`config.mk`:
```
export PLATFORM = sky130hd
export DESIGN_NAME = ternary_word_decoder_flat
export DESIGN_NICKNAME = d
export VERILOG_FILES = /design/src/rtl/ternary_word_decoder_if.sv /design/src/rtl/ternary_word_decoder.sv /design/src/flat_wrapper.sv
export SDC_FILE = /design/constraint.sdc
export NUM_CORES = 1
export LEC_CHECK = 0
export CAP_MARGIN = 10
export CORE_AREA = 2 2 74 76
export CTS_CLUSTER_DIAMETER = 100
export CTS_CLUSTER_SIZE = 14
export DETAILED_ROUTE_END_ITERATION = 12
export DIE_AREA = 0 0 76 78
export GPL_TIMING_DRIVEN = 0
export PLACE_DENSITY = 0.91
export SLEW_MARGIN = 25
export SYNTH_ARGS = -nofsm -noshare
export SYNTH_HDL_FRONTEND = slang
export SYNTH_SLANG_ARGS = --single-unit
```
`constraint.sdc`:
```
create_clock -name clk -period 6.2 [get_ports clk]
set_clock_uncertainty 0.1 [all_clocks]
set_input_delay 0.62 -clock clk [delete_from_list [all_inputs] [get_ports clk]]
set_output_delay 0.62 -clock clk [all_outputs]
set_load 0.01 [all_outputs]
```
`src/rtl/ternary_word_decoder_if.sv`:
```
// Trit-stream input and decoded-word output handshake bundle for ternary_word_decoder.
// master = trit producer / word consumer side, slave = decoder side.
interface ternary_word_decoder_if #(
    parameter int unsigned W = 16
);
    logic [1:0]          in_trit;
    logic                in_sof;
    logic                in_valid;
    logic                in_ready;
    logic signed [W-1:0] out_data;
    logic                out_err;
    logic                out_valid;
    logic                out_ready;

    modport master (
        output in_trit, in_sof, in_valid, out_ready,
        input  in_ready, out_data, out_err, out_valid
    );

    modport slave (
        input  in_trit, in_sof, in_valid, out_ready,
        output in_ready, out_data, out_err, out_valid
    );
endinterface

```
`src/rtl/ternary_word_decoder.sv`:
```
// Balanced-ternary serial decoder: MSB-first 2-bit trits accumulate into a signed W-bit word.
// Define TERNARY_DECODER_ERR_CHECK_EN to build the sticky illegal-code (2'b11) flag on out_err.
module ternary_word_decoder #(
    parameter int unsigned N_TRITS = 9,
    parameter int unsigned W       = 16
) (
    input logic                   clk,
    input logic                   rst,
    ternary_word_decoder_if.slave bus
);
    localparam int unsigned CNT_W = $clog2(N_TRITS + 1);

    localparam logic [1:0] TRIT_NEG  = 2'b00;
    localparam logic [1:0] TRIT_ZERO = 2'b01;
    localparam logic [1:0] TRIT_POS  = 2'b10;
    localparam logic [1:0] TRIT_BAD  = 2'b11;

    typedef enum logic {
        COLLECT = 1'b0,
        HOLD    = 1'b1
    } state_t;

    state_t              state;
    logic signed [W-1:0] acc;
    logic signed [W-1:0] acc_base;
    logic signed [W-1:0] acc_next;
    logic signed [W-1:0] trit_val;
    logic [CNT_W-1:0]    count;
    logic [CNT_W-1:0]    count_next;
    logic                accept;
    logic                word_done;

    assign accept = bus.in_valid && bus.in_ready;

    // Trit decode and next accumulator: 3*acc + t, restarting from zero on start-of-word.
    always_comb begin
        trit_val = '0;
        unique case (bus.in_trit)
            TRIT_NEG:            trit_val = '1;
            TRIT_POS:            trit_val = W'(1);
            TRIT_ZERO, TRIT_BAD: trit_val = '0;
        endcase
        acc_base   = bus.in_sof ? '0 : acc;
        acc_next   = acc_base + (acc_base << 1) + trit_val;
        count_next = bus.in_sof ? CNT_W'(1) : count + CNT_W'(1);
        word_done  = accept && (count_next == CNT_W'(N_TRITS));
    end

`ifdef TERNARY_DECODER_ERR_CHECK_EN
    logic err;
    logic err_next;

    // Sticky flag restarts with each word; an illegal trit still contributes 0 to the value.
    always_comb begin
        err_next = (((bus.in_sof || (count == '0)) ? 1'b0 : err) || (bus.in_trit == TRIT_BAD));
    end

    always_ff @(posedge clk or posedge rst) begin
        if (rst) begin
            err         <= 1'b0;
            bus.out_err <= 1'b0;
        end else if (accept) begin
            err <= word_done ? 1'b0 : err_next;
            if (word_done) begin
                bus.out_err <= err_next;
            end
        end
    end
`else
    assign bus.out_err = 1'b0;
`endif

    // COLLECT gathers trits; HOLD presents the word until the consumer takes it.
    always_ff @(posedge clk or posedge rst) begin
        if (rst) begin
            state         <= COLLECT;
            acc           <= '0;
            count         <= '0;
            bus.out_data  <= '0;
            bus.out_valid <= 1'b0;
            bus.in_ready  <= 1'b1;
        end else begin
            unique case (state)
                COLLECT: begin
                    if (accept) begin
                        if (word_done) begin
                            bus.out_data  <= acc_next;
                            acc           <= '0;
                            count         <= '0;
                            state         <= HOLD;
                            bus.out_valid <= 1'b1;
                            bus.in_ready  <= 1'b0;
                        end else begin
                            acc   <= acc_next;
                            count <= count_next;
                        end
                    end
                end
                HOLD: begin
                    if (bus.out_valid && bus.out_ready) begin
                        state         <= COLLECT;
                        bus.out_valid <= 1'b0;
                        bus.in_ready  <= 1'b1;
                    end
                end
                default: begin
                    state         <= COLLECT;
                    bus.out_valid <= 1'b0;
                    bus.in_ready  <= 1'b1;
                end
            endcase
        end
    end
endmodule
```
`src/flat_wrapper.sv`:
```
// flat-port wrapper written by rule: the top's interface ports become plain ports
module ternary_word_decoder_flat 
#(
    parameter int unsigned N_TRITS = 9,
    parameter int unsigned W       = 16
)
  (clk, rst, bus_in_trit, bus_in_sof, bus_in_valid, bus_out_ready, bus_in_ready, bus_out_data, bus_out_err, bus_out_valid);
  ternary_word_decoder_if #(.W(W)) bus_i ();
  input logic clk;
  input logic rst;
  input wire logic [$bits(bus_i.in_trit)-1:0] bus_in_trit;
  input wire logic [$bits(bus_i.in_sof)-1:0] bus_in_sof;
  input wire logic [$bits(bus_i.in_valid)-1:0] bus_in_valid;
  input wire logic [$bits(bus_i.out_ready)-1:0] bus_out_ready;
  output wire logic [$bits(bus_i.in_ready)-1:0] bus_in_ready;
  output wire logic [$bits(bus_i.out_data)-1:0] bus_out_data;
  output wire logic [$bits(bus_i.out_err)-1:0] bus_out_err;
  output wire logic [$bits(bus_i.out_valid)-1:0] bus_out_valid;
  assign bus_i.in_trit = bus_in_trit;
  assign bus_i.in_sof = bus_in_sof;
  assign bus_i.in_valid = bus_in_valid;
  assign bus_i.out_ready = bus_out_ready;
  assign bus_in_ready = bus_i.in_ready;
  assign bus_out_data = bus_i.out_data;
  assign bus_out_err = bus_i.out_err;
  assign bus_out_valid = bus_i.out_valid;
  ternary_word_decoder #(.N_TRITS(N_TRITS), .W(W)) u_core (.clk(clk), .rst(rst), .bus(bus_i));
endmodule
```
======== After elaboration in Yosys (flattened, before gate mapping) ========
Cells that the tools add are included.
operators by class
  bitwise gates (word level) .............. 1
  multiplexer cells ....................... 17
  eq/ne operators ......................... 7
  reductions and logical operators ........ 8
  $add $sub $neg .......................... 3
operators by type and width
  operator               count
  $pmux W16 S3           1
  $add A16 B16 Y16       2
  $mux W16               2
  $mux W1                9
  $mux W4                2
  $pmux W1 S2            3
  $reduce_and A3 Y1      2
  $add A4 B1 Y4 const B  1
  $eq A2 B2 Y1 const B   2
  $eq A4 B4 Y1 const B   1
  $ne A2 B1 Y1 const B   2
  $logic_and A1 B1 Y1    3
  $eq A2 B1 Y1 const B   1
  $logic_not A2 Y1       1
  $ne A2 B2 Y1 const B   1
  $reduce_and A2 Y1      1
  $reduce_or A2 Y1       1
  $not A1 Y1             1
word-level totals
  bits in registers ....................... 39
  output and inout port bits .............. 19
  input port bits ......................... 7

======== Longest topological paths before layout ========
Gate-level depths: netlist of the first run.
  word-level depth ........................ 7
  gate-level depth with buffers ........... 13
  gate-level depth less buffers ........... 11

======== Least setup slack after synthesis of the first run ========
No wires, ideal clock.
  path type ............................... input-to-reg
  start ................................... input port bus_in_trit[1]
  end ..................................... register u_core.acc[15]
  arrival time ............................ 3239 ps
  stages .................................. 10
  data required time ...................... 5976 ps
  path slack .............................. 2737 ps
  cells stage by stage .................... nor2_1 inv_1 fa_1 inv_1 ha_1 and2_4 and3_2 a221oi_2 a2111oi_2 a211o_1
between the ends
  longest elaborated chain between the ends .. 5
  elaborated cells between the ends (all ways) .. 8
  those cells by class .................... add/sub: 1; eq/ne: 3; mux: 2; reduce/logical: 2
ends and longest elaborated chain
  what                                          line                        source
  start: declaration                            flat_wrapper.sv:11          input wire logic [$bits(bus_i.in_trit)-1:0] bus_in_trit;
  $eq A2 B1 Y1 or $eq A2 B2 Y1 (tied branches)  ternary_word_decoder.sv:38  unique case (bus.in_trit)
  $reduce_or A2 Y1                              ternary_word_decoder.sv:38
  $pmux W16 S3 (*)                              ternary_word_decoder.sv:38
  $add A16 B16 Y16 (*)                          ternary_word_decoder.sv:44  acc_next = acc_base + (acc_base << 1) + trit_val;
  $mux W16 (*)                                  ternary_word_decoder.sv:86  if (word_done) begin
  end signal: assignment                        ternary_word_decoder.sv:94  acc <= acc_next;
  end: declaration                              ternary_word_decoder.sv:24  logic signed [W-1:0] acc;
Every way passes the cells marked *; elsewhere a longest branch is shown, timed or not.
A chain may end at the register's enable or synchronous reset.

======== Worst setup path in the final report of the first run ========
  start ................................... input port bus_in_trit[0]
  end ..................................... register u_core.acc[12]
The elaborated chain is that of the path after synthesis.

==> results.md, run 1 <==
* Largest fanout on the critical path at 12
* Post-CTS repair timing setup buffer count at 0
* Buffer depth of the longest clock path at 2
* Data arrival time of the worst path at approximately 4.3 ns
* Final-stage net count at roughly 370
* Via count at approximately 2400
* Multi-input combinational cell area at 1780 µm²
* Flip-flop cell with the highest count after synthesis: sky130_fd_sc_hd__dfrtp_1
* Reg-to-reg endpoint: u_core.bus.out_data[9]
* Launching instance or port of the critical path: bus_in_trit[0]
* Top-level I/O count at 26
* Delay of the slowest cell on the worst path at 0.67 ns
* CP max-delay cell: sky130_fd_sc_hd__fa_1
* TritonCTS sink count at 39
* Synthesized instance count at around 300
* Most prevalent standard cell on the critical path: sky130_fd_sc_hd__inv_1
* Number of synthesis warnings at 0
* FF/Latch Area at between 900 and 1000 µm²
* Post-detailed-placement half-perimeter wirelength at just under 5000 µm
* Crit path depth at 11
* Worst hold-check path type: reg -> reg
* EDFF count, synth at 0
* Outcome: finished, final reports clean
* Fraction of synthesis flops using an asynchronous set or reset pin at 1.00
* Slew margin rel. at 0.462
* Antenna violation net count after detailed routing at 0
* CTS clk-pin slew, worst paths at ~0.08 ns
* Number of vias per cell at a little under 6
* Area of the die at 5930 µm²
* Level count of the clock H-tree at 2
* Endpoints failing setup at 0
* Critical path class: in -> reg
* Largest net degree at the start of global routing at 23
* GRT overflow at 0
* Most common cell after layout, fill and taps aside: sky130_fd_sc_hd__nand2_1
* Final period util at 0.679
* Commonest non-fill, non-tap cells in the layout: 48 x sky130_fd_sc_hd__nand2_1, 38 x sky130_fd_sc_hd__dfrtp_1, 32 x sky130_fd_sc_hd__inv_1, 23 x sky130_fd_sc_hd__clkdlybuf4s50_1, 18 x sky130_fd_sc_hd__ha_1
* FF-to-FF Start: u_core.acc[0]
* RD Place Congestion at approximately 0.87
* Final hold viol count at 0
* Combined area of all synthesized cells at 2950 µm²
* Startpoint type of the worst setup path: input port
* Min Clock Period, post-route at between 4 and 5 ns
* Family of cells with the greatest summed delay on the critical path: compound AO/OA/AOI/OAI gates
* Count of maximum capacitance violations at 0
* Share of layout cells above drive strength 1 at 0.143
* Overall Global Routing Usage at 0.237
* Diode count at 0
* Sum of routed wire length over all layers at approximately 6500 µm
* Post-synthesis net count at approximately 340
* Sequential share of the synthesized area at 0.331
* Worst path bufs/invs at 3
* Core Box Area at a little over 5000 µm²
* Layout Area Growth over Synthesis at 14.4%
* Number of search-and-repair iterations in the first detailed-routing pass at 5
* Final Hold Slack at ~0.38 ns
* Number of hold-repair buffers added at the cts stage at 0
* Unrepaired setup endpoints after global routing: no
* Post-synthesis average cell area at approximately 9.7 µm²
* Starting utilization of the core area at 0.586
* Initial detailed-routing violation count at about 140
* Clock tree from TritonCTS: built
* Fmax achieved at between 200 and 250 MHz
* Flip-flop and latch count after synthesis at 39
* DRC at 0
* Global-route wire length before repair at 11200 µm
* Site row count at 26
* Antenna violations before repair at 0
* Length in cells of the worst reg-to-reg path at 10
* Number of fill cells at between 400 and 500
* Worst-Margin Slew at 0.806 ns
* Y dimension of the die at 78 µm
* Die Wd at about 76 µm
* Worst-skew pair later-pin latency at ~0.3 ns
* Worst Path Required at 6.29 ns
* Netlist cell types at 65
* Setup TNS Final at 0 ns
* Worst-path cell chain: clkdlybuf4s50_1 > nor2_1 > inv_1 > fa_1 > inv_1 > ha_1 > a21oi_1 > o21ai_1 > a311oi_1 > nand3_1 > a32o_1
* Worst setup path end: u_core.acc[12]
* Register-to-register setup slack at 3.08 ns
* Power density over cell area at roughly 140 nW/µm²
* PostCTS Resize Cnt at 0
* Root Driver: sky130_fd_sc_hd__clkbuf_8
* Detail-routed net length per standard cell at between 15 and 20 µm
* I/O Buffers at 23
* Leakage power summed over all cells at between 1.5 and 2 nW
* Number of pins exceeding their max-slew limit in the final report at 0
* Peak VDD IR at around 0.000083 V
* Via count of the first global-routing pass at 2363
* Crit path capture type: flip-flop
* Clock buffers created by TritonCTS at 5
## how the worst min path moves through the flow
| stage | start | endpoint | slack, ns | cells after the start |
|---|---|---|---|---|
| after global routing | u_core.acc[0] | u_core.acc[0] | 0.42 | 2 |
| after floorplan | u_core.acc[0] | u_core.acc[0] | 0.34 | 2 |
| after global placement | u_core.acc[0] | u_core.acc[0] | 0.36 | 2 |
| after CTS | u_core.acc[1] | u_core.acc[1] | 0.38 | 2 |
| after detailed placement | u_core.acc[1] | u_core.acc[1] | 0.36 | 2 |
| final | u_core.acc[1] | u_core.acc[1] | 0.38 | 2 |
## sequential cells by signal, summed over array words and instances (netlist names)
signal	flops
u_core.bus.in_ready	1
u_core.count	4
u_core.acc	16
u_core.bus.out_valid	1
u_core.bus.out_data	16
u_core.state	1
## cell families (layout without fill, tap and decap cells)
logic type               Yosys count  after routing  synth area share
AND/OR/NAND/NOR                   92             92             0.160
AO/OA/AOI/OAI                     77             77             0.208
buffers and inverters             45             77            0.0678
flip-flops                        39             39             0.331
adder cells (fa/ha/maj)           31             31             0.164
XOR/XNOR                          11             11            0.0326
multiplexers                       8              8            0.0343
other                              1              1           0.00127
## worst register-to-register path: cells and delay by family (launching register included)
kind / cells / cell delay [ns]
adders and majority gates: 3 / 1.01
AOI/OAI and AO/OA: 3 / 0.75
muxes: 1 / 0.27
DFF: 1 / 0.34
and+or+nand+nor: 1 / 0.21
xor gates and xnor gates: 2 / 0.32
## where the power goes
part | total (mW) | switching, mW | leakage (nW) | internal [mW]
Sequential | 0.254 | 0.0000000000000000669 | 0.536 | 0.254
Combinational | 0.0441 | 0.0285 | 1.09 | 0.0156
Clock | 0.170 | 0.0901 | 0.0395 | 0.0801
## cell type report
cell class	count	area share
timing repair buffer	24	0.0763
inverter	34	0.0378
multi-input combinational	220	0.526
buffer	11	0.0215
sequential	39	0.289
clock buffer	8	0.0237
tap	70	0.0259
## synthesized netlist by cell type, drive strengths merged (5+ instances only)
cell type,count,area (µm²)
mux2,7,78.8
a21oi,13,80.1
nand2,49,186
nor2,8,37.5
dfrtp,38,951
xnor2,7,61.3
ha,18,225
o31ai,5,37.5
buf,10,68.8
nand4,5,31.3
and3,6,45.0
fa,13,260
nand3,8,40.0
o21ai,14,81.3
a22o,6,52.6
inv,34,128
a21o,6,46.3
## stage by stage
| step | std cells | util | cell area (µm²) | total power, mW | setup WS (ns) |
|---|---|---|---|---|---|
| detailed placement | 398 | 0.654 | 3300 | 0.303 | 1.75 |
| global placement | 397 | 0.649 | 3270 | 0.299 | 1.87 |
| finish | 406 | 0.670 | 3380 | 0.468 | 1.99 |
| CTS | 406 | 0.670 | 3380 | 0.470 | 2.02 |
| floorplan | 304 | - | 2950 | 0.289 | 2.74 |
| global route | 406 | 0.670 | 3380 | 0.485 | 1.75 |
## routing by layer
metal | up-vias | GRT usage | part of all wire
met2 | 50 | 0.386 | 0.48
met4 | 0 | 0.0982 | 0.018
met1 | 1163 | 0.314 | 0.46
li1 | 1130 | - | -
met5 | - | 0 | 0
met3 | 17 | 0.0419 | 0.039
(Power assumes the default switching activity.)
==> run 2: changes to the inputs <==
Settings changed: CORE_AREA 2 2 74 76 to 2 2 75 77, DIE_AREA 0 0 76 78 to 0 0 77 79, PLACE_DENSITY 0.91 to 0.89.
Clock period 6.2 ns to 4.35 ns, I/O delays scaled along.
==> run 2 against run 1 <==
  * Utilization down 3.5 points
  * Wire length up 7.4%
  * Critical path type unchanged
  * Critical endpoint is now u_core.acc[13]
  * Sequential power up 43%
  * Largest cell class unchanged
==> results.md, run 2 (same netlist as run 1, synthesis figures left out) <==
* RD Place Congestion at 0.893 (was 0.870)
* Multi-input combinational cell area at 1780 µm² (unchanged)
* Detail-routed net length per standard cell at 17.2 µm (was 16.1 µm)
* Outcome: finished, final reports clean (unchanged)
* Commonest non-fill, non-tap cells in the layout: 48 x sky130_fd_sc_hd__nand2_1, 38 x sky130_fd_sc_hd__dfrtp_1, 32 x sky130_fd_sc_hd__inv_1, 23 x sky130_fd_sc_hd__clkdlybuf4s50_1, 18 x sky130_fd_sc_hd__ha_1 (unchanged)
* Fmax achieved at 240 MHz
* Initial detailed-routing violation count at 159 (was 143)
* Count of maximum capacitance violations at 0 (unchanged)
* Most common cell after layout, fill and taps aside: sky130_fd_sc_hd__nand2_1 (unchanged)
* Overall Global Routing Usage at 0.243 (was 0.237)
* Worst Setup Slack, final at 0.190 ns (was 1.99 ns)
* Y dimension of the die at 79 µm (was 78 µm)
* Power density over cell area at 201 nW/µm² (was 139 nW/µm²)
* Worst-path cell chain: clkdlybuf4s50_1 > nor2_1 > inv_1 > fa_1 > inv_1 > ha_1 > buf_4 > nand2_1 > o21ai_1 > a21oi_1 > a2111oi_0 > a211o_1 (was clkdlybuf4s50_1 > nor2_1 > inv_1 > fa_1 > inv_1 > ha_1 > a21oi_1 > o21ai_1 > a311oi_1 > nand3_1 > a32o_1)
* Endpoints failing setup at 0 (unchanged)
* Unrepaired setup endpoints after global routing: no (unchanged)
* Share of layout cells above drive strength 1 at 0.149 (was 0.143)
* Most prevalent standard cell on the critical path: sky130_fd_sc_hd__inv_1 (unchanged)
* Crit path capture type: flip-flop (unchanged)
* Area of the die at 6080 µm² (was 5930 µm²)
* DRC at 0 (unchanged)
* Largest net degree at the start of global routing at 22 (was 23)
* Root Driver: sky130_fd_sc_hd__clkbuf_8 (unchanged)
* Pre-CTS WS at 0.0633 ns (was 1.75 ns)
* Via count of the first global-routing pass at 2497 (was 2363)
* Number of hold-repair buffers added at the cts stage at 0 (unchanged)
* Worst-Margin Slew at 0.824 ns (was 0.806 ns)
* Site row count at 27 (was 26)
* Setup TNS Final at 0 ns (unchanged)
* Global-route wire length before repair at 11600 µm (was 11200 µm)
* CTS clk-pin slew, worst paths at 0.08 ns (about the same)
* GRT overflow at 0 (unchanged)
* Non-filler instance count after layout at 407 (was 406)
* Leakage power summed over all cells at 1.68 nW (was 1.67 nW)
* Min Clock Period, post-route at 4.16 ns
* TritonCTS sink count at 39 (unchanged)
* Critical path class: in -> reg (unchanged)
* Post-Layout Inst Area at 3390 µm² (was 3380 µm²)
* Worst-skew pair later-pin latency at 0.29 ns (was 0.30 ns)
* Post-CTS repair timing setup buffer count at 0 (unchanged)
* Clock buffers created by TritonCTS at 5 (unchanged)
* Via count at 2415 (was 2360)
* Number of search-and-repair iterations in the first detailed-routing pass at 4 (was 5)
* Final Hold Slack at 0.318 ns (was 0.377 ns)
* Final-stage net count at 373 (unchanged)
* Regs by FF count: u_core.acc: 16 flops, u_core.bus.out_data: 16 flops, u_core.count: 4 flops (unchanged)
* Largest fanout on the critical path at 12 (unchanged)
* FF/Latch Area at 977 µm² (unchanged)
* Number of vias per cell at 5.93 (was 5.81)
* Peak VDD IR at 0.000166 V (was 0.0000834 V)
* Final design utilization at 0.635 (was 0.670)
* Placed insts at 400 (was 398)
* CP max-delay cell: sky130_fd_sc_hd__fa_1 (unchanged)
* Layout Area Growth over Synthesis at 14.7% (was 14.4%)
* Total Power at 681 µW (was 468 µW)
* Final hold viol count at 0 (unchanged)
* Number of pins exceeding their max-slew limit in the final report at 0 (unchanged)
* Core Box Area at 5340 µm² (was 5040 µm²)
* Number of fill cells at 444 (was 406)
* Family of cells with the greatest summed delay on the critical path: compound AO/OA/AOI/OAI gates (unchanged)
* Slew margin rel. at 0.450 (was 0.462)
* Post-placement cell area at 3300 µm² (about the same)
* Worst hold-check path type: in -> reg (was reg -> reg)
* Antenna violation net count after detailed routing at 0 (unchanged)
* Worst Path Required at 4.48 ns (was 6.29 ns)
* Delay of the slowest cell on the worst path at 0.68 ns (was 0.67 ns)
* I/O Buffers at 23 (unchanged)
* Startpoint type of the worst setup path: input port (unchanged)
* Sum of routed wire length over all layers at 7020 µm (was 6540 µm)
* Die Wd at 77 µm (was 76 µm)
* Data arrival time of the worst path at 4.29 ns (about the same)
* Antenna violations before repair at 0 (unchanged)
* Level count of the clock H-tree at 2 (unchanged)
* Post-detailed-placement half-perimeter wirelength at 5050 µm (was 4850 µm)
* Clock tree from TritonCTS: built (unchanged)
* Worst path bufs/invs at 4 (was 3)
* PostCTS Resize Cnt at 0 (unchanged)
* Starting utilization of the core area at 0.553 (was 0.586)
* Top-level I/O count at 26 (unchanged)
* Buffer depth of the longest clock path at 2 (unchanged)
* Final period util at 0.956
* Diode count at 0 (unchanged)
-- run 2: area by class of cell --
class                   count  area share
inverters                  34      0.0377
plain buffers              11      0.0214
clock inverters             1     0.00148
flip-flops and latches     39       0.288
repair buffers             24      0.0761
clock buffers               6      0.0244
well taps                  72      0.0266
multi-input cells         220       0.524
-- run 2: path summary, 6_finish.rpt --
kind | start | slack [ns] | end | cells past startpoint
setup / recovery | bus_in_trit[0] | 0.19 | u_core.acc[13] | 12
hold reg to reg | u_core.bus.out_data[2] | 0.38 | u_core.bus.out_data[2] | 2
max in group asynchronous | rst | 3.26 | u_core.bus.in_ready | 3
hold / removal | bus_in_sof | 0.32 | u_core.count[2] | 2
setup reg to reg | u_core.acc[0] | 1.18 | u_core.bus.out_data[9] | 10
min in group asynchronous | rst | 0.35 | u_core.bus.out_data[1] | 2
-- run 2: where the power goes --
part           internal (mW)  leakage [nW]  total, mW         switching (mW)
sequential             0.362         0.536      0.362  0.0000000000000000958
clock                  0.125        0.0470      0.255                  0.130
combinational         0.0221          1.09     0.0640                 0.0419
total                  0.509          1.68      0.681                  0.172
-- run 2: routing by layer --
layer	up-vias	wire [µm]	GRT usage
met5	-	0	0
met3	25	432	0.0455
met2	98	3370	0.406
met1	1159	2950	0.294
li1	1133	-	-
met4	0	258	0.148
==> RTL edit, RTL diff (config.mk and constraints of run 2) <==
The option `TERNARY_DECODER_ERR_CHECK_EN` is turned on by a define.
--- a/src/rtl/ternary_word_decoder.sv
+++ b/src/rtl/ternary_word_decoder.sv
@@ -1,5 +1,7 @@
 // Balanced-ternary serial decoder: MSB-first 2-bit trits accumulate into a signed W-bit word.
 // Define TERNARY_DECODER_ERR_CHECK_EN to build the sticky illegal-code (2'b11) flag on out_err.
+`define TERNARY_DECODER_ERR_CHECK_EN
+
 module ternary_word_decoder #(
     parameter int unsigned N_TRITS = 9,
     parameter int unsigned W       = 16
Check against the original RTL: not equivalent (a bounded check fails within 10 cycles, from zero or initial values and one cycle with rst high).
==> RTL edit against run 2 <==
Fmax increased by 5.8%. Sequential cell count increased by 2. Count of clock-buffer cells in the layout increased by 1. Global-route usage decreased by 3.5 points. Power increased by 1.0%. Via count decreased by 11%. Core utilization decreased by 2.3 points. Routed wire length decreased by 17%. Cell area decreased by 3.5%. Setup slack improved by 0.23 ns. Area after synthesis decreased by 5.4%. Cell count decreased by 1.7%. Sequential power increased by 5%.
==> RTL edit: results (changes against run 2) <==
Outcome
  – Status: completed

Layout
  – Final net count: 366 (-1.9%)
  – Layout Cells excl Fill: 400 (-1.7%)

STA
  – Final min period: 3.93 ns (-0.226 ns)
  – Worst Hold Slack: 0.360 ns (+0.0426 ns)
  – Actual slew at the worst max-slew pin: 0.625 ns (-0.199 ns)

Worst setup path
  – Crit Path Max Fanout: 6 (-6)
  – Worst EP arrival: 4.02 ns (-0.27 ns)
  – Reg2Reg Setup Slack: 1.07 ns (-0.11 ns)
  – Worst reg2reg endpoint: u_core.bus.out_data[13]
  – Critical Path Max Stage Delay: 0.53 ns (-0.15 ns)

Place
  – Detail Placement HPWL: 4.42 mm (-12%)
  – Cell total after placement: 389 (-2.8%)
  – DP Area: 3160 um2 (-4.2%)
  – DP Worst Slack: -0.115 ns (-0.178 ns)
  – IO Port Bufs: 25 (+8.7%)
  – RePlAce Congestion: 0.899 (+0.67%)

Routing
  – Met1 WL: 2.52 mm (-15%)
  – Drt via density: 5.37 (-9.5%)
  – Initial drt markers: 143 (-10%)
  – Routed wl met3: 246 um (-43%)
  – Final WL: 5.80 mm (-17%)
  – Routed wl met2: 2.95 mm (-13%)

GRT
  – Largest net degree at the start of global routing: 23 (+4.5%)
  – Vias in the first global route: 2,116 (-15%)
  – Met3 GRT Util: 3.41% (-1.1 points)
  – GRT Util Overall: 20.8% (-3.5 points)
  – Met1 Resource Use GR: 28.0% (-1.5 points)
  – Met2 Track Usage GR: 35.0% (-5.6 points)

Worst hold path
  – HP Class: in -> async

Power
  – Peak VDD IR: 0.000159 V (-4.6%)
  – Logic pwr share: 8.9% (-0.5 points)
  – Part of the power in the clock network: 35.7% (-1.7 points)
  – Lkg Pwr: 1.61 nW (-3.9%)

Synth
  – Synth area leaders: dfrtp_1, fa_1, ha_1
  – Synth unique cells: 42 (-35%)

CTS
  – Worst-Skew Late Latency: 0.31 ns (+0.02 ns)
[RTL edit: cell types whose count changed after synthesis, sizes merged, moves of 5 or more]
cell | run 2 | this run
o31ai | 5 | 12
o21ai | 14 | 20
nor2 | 8 | 14
nand2 | 49 | 37
nand3 | 8 | 2
buf | 10 | 2
nand2b | 0 | 15
clkbuf | 1 | 6
[RTL edit: final cells by class]
type                    instances  area (um2)  share of cell area (%)
inverters                      32         124                    3.79
repair buffers                 29         300                    9.19
plain buffers                   8        32.5                   0.995
clock buffers                   7        76.3                    2.34
clock inverters                 1        5.00                   0.153
multi-input cells             210        1610                    49.3
well taps                      72        90.1                    2.76
flip-flops and latches         41        1030                    31.4
[RTL edit: cells by family (layout without fill, tap and decap cells)]
group | after synthesis | count (layout) | synth area share, %
mux | 8 | 8 | 3.23
simple gates | 81 | 81 | 14.4
buf+inv | 40 | 77 | 5.47
fa+ha+maj | 32 | 32 | 17.8
compound gates | 71 | 71 | 16.7
xor+xnor | 18 | 18 | 5.65
flops | 41 | 41 | 36.8
